### src/rtl/render_scheduler_pkg.sv
// Shared types and constants for the render scheduler slice.
// Pure declarations: no logic, no latency.
// No handshake of its own; consumed by render_scheduler and pixel_counter.
package render_scheduler_pkg;

    // 16.16 unsigned fixed-point distance along a ray
    typedef logic [31:0] fixed_real;

    // 8:8:8 RGB pixel color
    typedef logic [23:0] color_t;

    // 3-component fixed-point vector (ray origins/directions upstream)
    typedef struct packed {
        fixed_real x;
        fixed_real y;
        fixed_real z;
    } vector_t;

    localparam int        H_RES         = 640;
    localparam int        V_RES         = 480;
    localparam fixed_real T_FAR_DEFAULT = 32'h0100_0000;
    localparam color_t    COLOR_BLACK   = 24'h000000;

endpackage

### src/rtl/render_scheduler_if.sv
// Bundles the scheduler's control, collision and frame-buffer signals.
// Wires only, no latency.
// fb_we/fb_ack is a hold-until-accepted handshake; collision inputs have fixed timing.
interface render_scheduler_if;
    import render_scheduler_pkg::*;

    logic       start;
    logic       busy;
    logic       frame_done;
    logic [9:0] write_x;
    logic [9:0] write_y;
    logic [3:0] sph_idx;
    fixed_real  tbest;
    logic       collide;
    fixed_real  tnew;
    color_t     sph_col;
    logic       fb_we;
    color_t     fb_color;
    logic       fb_ack;

    // scheduler side
    modport master (
        input  start, collide, tnew, sph_col, fb_ack,
        output busy, frame_done, write_x, write_y, sph_idx, tbest, fb_we, fb_color
    );

    // environment side: collision unit, frame buffer and host
    modport slave (
        output start, collide, tnew, sph_col, fb_ack,
        input  busy, frame_done, write_x, write_y, sph_idx, tbest, fb_we, fb_color
    );

endinterface

### src/rtl/render_scheduler_pixel_counter.sv
// Raster counter: current pixel (x,y) with row wrap and a last-pixel flag.
// clear/advance take effect on the next rising edge; last is combinational.
// No backpressure: the caller only pulses advance when the pixel is done.
module pixel_counter
    import render_scheduler_pkg::*;
#(
    parameter int H_PIX = H_RES,
    parameter int V_PIX = V_RES
) (
    input  logic       clk,
    input  logic       rst_n,
    input  logic       clear,
    input  logic       advance,
    output logic [9:0] x,
    output logic [9:0] y,
    output logic       last
);

    localparam logic [9:0] X_LAST = 10'(H_PIX - 1);
    localparam logic [9:0] Y_LAST = 10'(V_PIX - 1);

    assign last = (x == X_LAST) && (y == Y_LAST);

    // raster walk: x fastest, wrap to the next row, wrap the frame back to origin
    always_ff @(posedge clk or negedge rst_n) begin
        if (!rst_n) begin
            x <= '0;
            y <= '0;
        end else if (clear) begin
            x <= '0;
            y <= '0;
        end else if (advance) begin
            if (x == X_LAST) begin
                x <= '0;
                y <= (y == Y_LAST) ? 10'd0 : y + 10'd1;
            end else begin
                x <= x + 10'd1;
            end
        end
    end

endmodule

### src/rtl/render_scheduler.sv
// Per-pixel render FSM: ray setup, nearest-hit sphere scan, frame-buffer write. Option: SKY_GRADIENT_EN.
// Latency per pixel = LUT_LAT + 2*NUM_SPHERES + 2 cycles when fb_ack is high.
// WRITE holds fb_we/address/color until fb_ack, indefinitely; start is ignored unless idle.
module render_scheduler
    import render_scheduler_pkg::*;
#(
    parameter int        NUM_SPHERES = 4,
    parameter int        LUT_LAT     = 2,
    parameter fixed_real T_FAR       = T_FAR_DEFAULT,
    parameter int        H_PIX       = H_RES,
    parameter int        V_PIX       = V_RES
) (
    input  logic               clk,
    input  logic               rst_n,
    render_scheduler_if.master bus
);

    localparam logic [2:0] S_IDLE  = 3'd0;
    localparam logic [2:0] S_RAY   = 3'd1;
    localparam logic [2:0] S_TEST  = 3'd2;
    localparam logic [2:0] S_WRITE = 3'd3;
    localparam logic [2:0] S_NEXT  = 3'd4;

    localparam int              RAY_W    = (LUT_LAT > 1) ? $clog2(LUT_LAT) : 1;
    localparam logic [RAY_W-1:0] RAY_LAST = RAY_W'(LUT_LAT - 1);
    localparam logic [3:0]       SPH_LAST = 4'(NUM_SPHERES - 1);

    logic [2:0]       state;
    logic [RAY_W-1:0] ray_cnt;
    logic             phase;      // 0: slot presented, 1: collision result sampled
    logic [3:0]       sph_idx;
    fixed_real        tbest;
    color_t           color;
    logic             busy;
    logic             frame_done;
    color_t           background;

    logic             cnt_clear;
    logic             cnt_advance;
    logic             last_pixel;
    logic [9:0]       write_x;
    logic [9:0]       write_y;

`ifdef SKY_GRADIENT_EN
    // blue that fades towards the bottom of the frame
    assign background = {16'h0000, 8'hFF - write_y[8:1]};
`else
    assign background = COLOR_BLACK;
`endif

    assign cnt_clear   = (state == S_IDLE) && bus.start;
    assign cnt_advance = (state == S_NEXT);

    pixel_counter #(
        .H_PIX (H_PIX),
        .V_PIX (V_PIX)
    ) u_pixel_counter (
        .clk     (clk),
        .rst_n   (rst_n),
        .clear   (cnt_clear),
        .advance (cnt_advance),
        .x       (write_x),
        .y       (write_y),
        .last    (last_pixel)
    );

    // pixel FSM; tbest at T_FAR doubles as the "no hit yet" marker
    always_ff @(posedge clk or negedge rst_n) begin
        if (!rst_n) begin
            state      <= S_IDLE;
            ray_cnt    <= '0;
            phase      <= 1'b0;
            sph_idx    <= '0;
            tbest      <= T_FAR;
            color      <= COLOR_BLACK;
            busy       <= 1'b0;
            frame_done <= 1'b0;
        end else begin
            frame_done <= 1'b0;
            case (state)
                S_IDLE: begin
                    busy <= bus.start;
                    if (bus.start) begin
                        state   <= S_RAY;
                        ray_cnt <= '0;
                    end
                end
                S_RAY: begin
                    if (ray_cnt == RAY_LAST) begin
                        state   <= S_TEST;
                        phase   <= 1'b0;
                        sph_idx <= '0;
                        tbest   <= T_FAR;
                        color   <= background;
                    end else begin
                        ray_cnt <= ray_cnt + RAY_W'(1);
                    end
                end
                S_TEST: begin
                    phase <= ~phase;
                    if (phase) begin
                        // strict less-than keeps the lower slot on a tie
                        if (bus.collide && (bus.tnew < tbest)) begin
                            tbest <= bus.tnew;
                            color <= bus.sph_col;
                        end
                        if (sph_idx == SPH_LAST) begin
                            state <= S_WRITE;
                        end else begin
                            sph_idx <= sph_idx + 4'd1;
                        end
                    end
                end
                S_WRITE: begin
                    if (bus.fb_ack) begin
                        state <= S_NEXT;
                    end
                end
                S_NEXT: begin
                    ray_cnt <= '0;
                    if (last_pixel) begin
                        state      <= S_IDLE;
                        frame_done <= 1'b1;
                    end else begin
                        state <= S_RAY;
                    end
                end
                default: begin
                    state <= S_IDLE;
                end
            endcase
        end
    end

    assign bus.busy       = busy;
    assign bus.frame_done = frame_done;
    assign bus.write_x    = write_x;
    assign bus.write_y    = write_y;
    assign bus.sph_idx    = sph_idx;
    assign bus.tbest      = tbest;
    assign bus.fb_we      = (state == S_WRITE);
    assign bus.fb_color   = color;

endmodule

### src/flat_wrapper.sv
// flat-port wrapper written by rule: the top's interface ports become plain ports
module render_scheduler_flat import render_scheduler_pkg::*;
#(
    parameter int        NUM_SPHERES = 4,
    parameter int        LUT_LAT     = 2,
    parameter fixed_real T_FAR       = T_FAR_DEFAULT,
    parameter int        H_PIX       = H_RES,
    parameter int        V_PIX       = V_RES
)
  (clk, rst_n, bus_start, bus_collide, bus_tnew, bus_sph_col, bus_fb_ack, bus_busy, bus_frame_done, bus_write_x, bus_write_y, bus_sph_idx, bus_tbest, bus_fb_we, bus_fb_color);
  render_scheduler_if bus_i ();
  input  logic clk;
  input  logic rst_n;
  input wire logic [$bits(bus_i.start)-1:0] bus_start;
  input wire logic [$bits(bus_i.collide)-1:0] bus_collide;
  input wire logic [$bits(bus_i.tnew)-1:0] bus_tnew;
  input wire logic [$bits(bus_i.sph_col)-1:0] bus_sph_col;
  input wire logic [$bits(bus_i.fb_ack)-1:0] bus_fb_ack;
  output wire logic [$bits(bus_i.busy)-1:0] bus_busy;
  output wire logic [$bits(bus_i.frame_done)-1:0] bus_frame_done;
  output wire logic [$bits(bus_i.write_x)-1:0] bus_write_x;
  output wire logic [$bits(bus_i.write_y)-1:0] bus_write_y;
  output wire logic [$bits(bus_i.sph_idx)-1:0] bus_sph_idx;
  output wire logic [$bits(bus_i.tbest)-1:0] bus_tbest;
  output wire logic [$bits(bus_i.fb_we)-1:0] bus_fb_we;
  output wire logic [$bits(bus_i.fb_color)-1:0] bus_fb_color;
  assign bus_i.start = bus_start;
  assign bus_i.collide = bus_collide;
  assign bus_i.tnew = bus_tnew;
  assign bus_i.sph_col = bus_sph_col;
  assign bus_i.fb_ack = bus_fb_ack;
  assign bus_busy = bus_i.busy;
  assign bus_frame_done = bus_i.frame_done;
  assign bus_write_x = bus_i.write_x;
  assign bus_write_y = bus_i.write_y;
  assign bus_sph_idx = bus_i.sph_idx;
  assign bus_tbest = bus_i.tbest;
  assign bus_fb_we = bus_i.fb_we;
  assign bus_fb_color = bus_i.fb_color;
  render_scheduler #(.NUM_SPHERES(NUM_SPHERES), .LUT_LAT(LUT_LAT), .T_FAR(T_FAR), .H_PIX(H_PIX), .V_PIX(V_PIX)) u_core (.clk(clk), .rst_n(rst_n), .bus(bus_i));
endmodule
### config.mk
export PLATFORM = sky130hd
export DESIGN_NAME = render_scheduler_flat
export DESIGN_NICKNAME = d
export VERILOG_FILES = /design/src/rtl/render_scheduler_pkg.sv /design/src/rtl/render_scheduler_if.sv /design/src/rtl/render_scheduler_pixel_counter.sv /design/src/rtl/render_scheduler.sv /design/src/flat_wrapper.sv
export SDC_FILE = /design/constraint.sdc
export NUM_CORES = 1
export LEC_CHECK = 0
export ABC_AREA = 1
export CAP_MARGIN = 20
export CORE_UTILIZATION = 48
export DETAILED_ROUTE_END_ITERATION = 8
export PLACE_DENSITY = 0.89
export SYNTH_ARGS = -nofsm -noshare
export SYNTH_HDL_FRONTEND = slang
export SYNTH_SLANG_ARGS = --single-unit
### constraint.sdc
create_clock -name clk -period 2.9 [get_ports clk]
set_clock_uncertainty 0.1 [all_clocks]
set_input_delay 0.58 -clock clk [delete_from_list [all_inputs] [get_ports clk]]
set_output_delay 0.58 -clock clk [all_outputs]
set_load 0.02 [all_outputs]
==> results by group <==
Clocking
  • Count of hold-fix buffers inserted at cts: 0
  • CTS resizes: 0
  • Insertion delay to the later sink of the worst-skew pair: 0.36 ns
  • Root buffer cell: sky130_fd_sc_hd__clkbuf_8
  • CTS tree: built
  • H-tree depth: 3
  • Clock transition at the register clock pins on the worst setup and hold paths after CTS: 0.09 ns
  • Count of buffers added by post-CTS timing repair for setup: 0
  • Maximum buffer depth of the clock tree: 2
  • Number of buffers created by CTS: 9
  • Total number of clock tree sinks: 87

Critical path
  • Worst Setup Start Kind: input port
  • Worst path slowest cell: sky130_fd_sc_hd__clkdlybuf4s50_1
  • Crit path max-delay family: buffers and inverters
  • WP buf/inv: 2
  • Most used cell along the critical path: sky130_fd_sc_hd__nand2_1
  • Number of gates on the worst path with buffers counted: 12
  • Required arrival time at the worst endpoint: 3.04 ns
  • Worst reg2reg path depth: 14
  • Cell-by-cell listing of the critical path: clkdlybuf4s50_1 -> ha_1 -> a21oi_1 -> or2_1 -> nand3_1 -> a21oi_1 -> nand3_1 -> nand2_1 -> nand3_2 -> buf_12 -> nand2_1 -> nand2_1
  • Setup CP Type: in -> reg
  • Worst EP arrival: 2.61 ns
  • Worst Setup End Kind: register
  • Delay of the slowest cell on the worst path: 0.51 ns
  • Largest driver fanout on the critical path: 46

Floorplan
  • Area of the placeable core: 9729 µm²
  • Full die area: 10430 µm²
  • # rows: 36
  • I/O pins: 144
  • Starting density of the core: 0.4946
  • Vertical die dimension: 102.1 µm
  • Overall die width: 102.1 µm

Timing
  • Tightest Pin Transition: 0.5934 ns
  • Setup TNS: 0 ns
  • Minimum clock period after layout: 2.470 ns
  • Hold slack final: 0.1164 ns
  • Worst slew slack as a fraction of its limit: 0.6044
  • Slew Viols, Final: 0
  • Fraction of the cycle the final worst path needs: 0.8518
  • Total count of hold-check failures in the final report: 0
  • Unrepaired setup endpoints after global routing: false
  • Final setup violation count: 0
  • Setup slack after layout: 0.4296 ns
  • Max frequency: 404.8 MHz

Yosys
  • Synthesized instance count: 587
  • Top-area cell type share of the netlist area: 0.4472
  • Synth Cell Area: 4812 µm²
  • Largest cells by area after synthesis: sky130_fd_sc_hd__dfrtp_1 45%, sky130_fd_sc_hd__nand2_1 14%, sky130_fd_sc_hd__ha_1 8.8%
  • Portion of the post-synthesis area used by sequential elements: 0.4527
  • Syn Nets: 682
  • Synth Register Bits: 87
  • Yosys warning total: 0
  • Most used standard cells in the synthesized netlist: 175 x sky130_fd_sc_hd__nand2_1, 86 x sky130_fd_sc_hd__dfrtp_1, 67 x sky130_fd_sc_hd__inv_1
  • Cell taking the most area after synthesis: sky130_fd_sc_hd__dfrtp_1
  • Leading register cell type out of synthesis: sky130_fd_sc_hd__dfrtp_1
  • Average cell area after synthesis: 8.198 µm²
  • Number of distinct library cells after synthesis: 39
  • Share of async-settable or async-resettable flops after synthesis: 1.000
  • Most instantiated library cell after synthesis: sky130_fd_sc_hd__nand2_1
  • Number of flops mapped to enable cells by yosys: 0

Power
  • Logic pwr share: 0.465
  • Static Leak: 3.133 nW
  • Cell internal pwr: 2.657 mW
  • Peak supply drop: 567.7 µV
  • Switching portion of total power: 0.4246
  • Power density over the cells: 700.9 nW/µm²
  • Net switching power: 1.961 mW
  • Clock share of power: 0.176
  • Proportion of power drawn by flip-flops and latches: 0.360

Detailed routing
  • Avg Vias per Cell: 5.476
  • DR iter-0 viols: 245
  • Total routed wirelength: 13150 µm
  • Routed len/inst: 15.22 µm
  • Amount of wire on met2 after detailed routing: 6632 µm
  • Routed metal-1 wire length: 5300 µm
  • First-pass DRT Iterations: 5
  • Max Used Layer: met4
  • Residual DRC: 0
  • Number of antenna-violating nets in the routed design: 0
  • Met3 layer wire length in the routed design: 990 µm
  • Routed via count: 4731

Global routing
  • Number of antenna violations at the first check in global routing: 0
  • Maximum number of pins on one net before global-route repair: 55
  • Grt ovf: 0
  • Total Routing Usage GR: 0.2613
  • Number of global-route vias before repair: 4532
  • First-pass GRT wire length: 21120 µm

Run
  • Maximum capacitance violations: 0

Place
  • DP Worst Slack: 0.08840 ns
  • Sum of net half-perimeters after detailed placement: 9587 µm
  • Routability congestion estimate: 0.8431
  • Placed cells: 848
  • I/O Buffers: 143

Cells and area
  • Nets@finish: 821
  • Layout Cells excl Fill: 864
  • Fraction of layout instances using a drive strength above 1: 0.06156
  • Area grow syn2layout: 36.92%
  • ANT cells: 0

Status
  • Outcome: completed

Hold path
  • Worst Hold Class: in -> async
## power groups by stage
stage          Combinational [mW]  Clock [mW]  Sequential (mW)
2_1_floorplan                1.09           0             1.90
3_5_place_dp                 2.14           0             1.68
5_1_grt                      2.36       0.885             1.69
6_report                     2.15       0.811             1.66
3_3_place_gp                 2.06           0             1.67
4_1_cts                      2.15       0.831             1.66
## cells in the final DEF (no fill, tap or decap), types with 4 or more instances in the layout
| master | instances |
|---|---|
| sky130_fd_sc_hd__o21ai_0 | 17 |
| sky130_fd_sc_hd__nand3_1 | 14 |
| sky130_fd_sc_hd__clkbuf_8 | 11 |
| sky130_fd_sc_hd__ha_1 | 34 |
| sky130_fd_sc_hd__inv_1 | 67 |
| sky130_fd_sc_hd__nand4_1 | 61 |
| sky130_fd_sc_hd__nor3_1 | 12 |
| sky130_fd_sc_hd__dfrtp_1 | 86 |
| sky130_fd_sc_hd__buf_12 | 5 |
| sky130_fd_sc_hd__a21oi_1 | 27 |
| sky130_fd_sc_hd__nand2_1 | 174 |
| sky130_fd_sc_hd__clkdlybuf4s50_1 | 142 |
| sky130_fd_sc_hd__nor2_1 | 28 |
| sky130_fd_sc_hd__buf_4 | 4 |
## flip-flops by register name, summed over array words and instances (netlist names)
register,flops
u_core.bus.busy,1
u_core.bus.fb_color,24
u_core.bus.frame_done,1
u_core.bus.sph_idx,4
u_core.bus.tbest,32
u_core.phase,1
u_core.ray_cnt,1
u_core.state,3
u_core.u_pixel_counter.x,10
u_core.u_pixel_counter.y,10
## routing by layer
metal / up-vias / track usage
li1: 2239 / -
met1: 2292 / 0.3242
met2: 180 / 0.4497
met3: 20 / 0.05404
met4: 0 / 0.09670
met5: - / 0
## layout make-up
type / instances / area [µm²]
Inverter: 73 / 286.5
Clock inverter: 5 / 41.29
Timing Repair Buffer: 151 / 1551
Clock buffer: 11 / 151.4
Fill cell: 789 / 3141
Tap cell: 133 / 166.4
Sequential cell: 87 / 2178
Multi-Input combinational cell: 404 / 2213
## final timing paths
check	start	endpoint	slack, ns
worst max-delay path	bus_tnew[21]	u_core.bus.tbest[29]$_DFFE_PN0P_	0.43
worst min-delay path	rst_n	u_core.bus.tbest[21]$_DFFE_PN0P_	0.12
worst max register to register	u_core.bus.tbest[5]$_DFFE_PN0P_	u_core.bus.fb_color[12]$_DFFE_PN0P_	0.64
worst min register to register	u_core.bus.tbest[24]$_DFFE_PN1P_	u_core.bus.tbest[24]$_DFFE_PN1P_	0.37
max in group asynchronous	rst_n	u_core.bus.tbest[24]$_DFFE_PN1P_	1.88
min in group clk	u_core.bus.tbest[24]$_DFFE_PN1P_	u_core.bus.tbest[24]$_DFFE_PN1P_	0.37
## through the flow
step,utilization,area [µm²],total power [mW]
6_report,0.6772,6589,4.618
5_1_grt,0.6772,6589,4.933
4_1_cts,0.6772,6589,4.641
3_5_place_dp,0.6574,6396,3.815
3_3_place_gp,0.6574,6396,3.728
2_1_floorplan,-,4812,2.990
## worst reg2reg max path: stages (launching register included)
cell	delay, ns
sky130_fd_sc_hd__dfrtp_1	0.39
sky130_fd_sc_hd__inv_1	0.05
sky130_fd_sc_hd__ha_1	0.30
sky130_fd_sc_hd__a21oi_1	0.13
sky130_fd_sc_hd__nor2_1	0.06
sky130_fd_sc_hd__nor3_1	0.13
sky130_fd_sc_hd__nand2_1	0.07
sky130_fd_sc_hd__nand2_1	0.05
sky130_fd_sc_hd__nand2_1	0.09
sky130_fd_sc_hd__nand2_1	0.08
sky130_fd_sc_hd__nand2_1	0.06
sky130_fd_sc_hd__nand2_2	0.21
sky130_fd_sc_hd__buf_12	0.23
sky130_fd_sc_hd__nand4_1	0.13
sky130_fd_sc_hd__nand2_1	0.12
## logic make-up after synthesis
family / count (synthesis) / synth area share
AND/OR/NAND/NOR: 310 / 0.3001
adder cells (fa/ha/maj): 34 / 0.08840
buffers and inverters: 96 / 0.08996
flip-flops: 87 / 0.4527
XOR/XNOR: 2 / 0.003641
AO/OA/AOI/OAI: 58 / 0.06526
No activity file was read; power rests on OpenSTA's default activity.
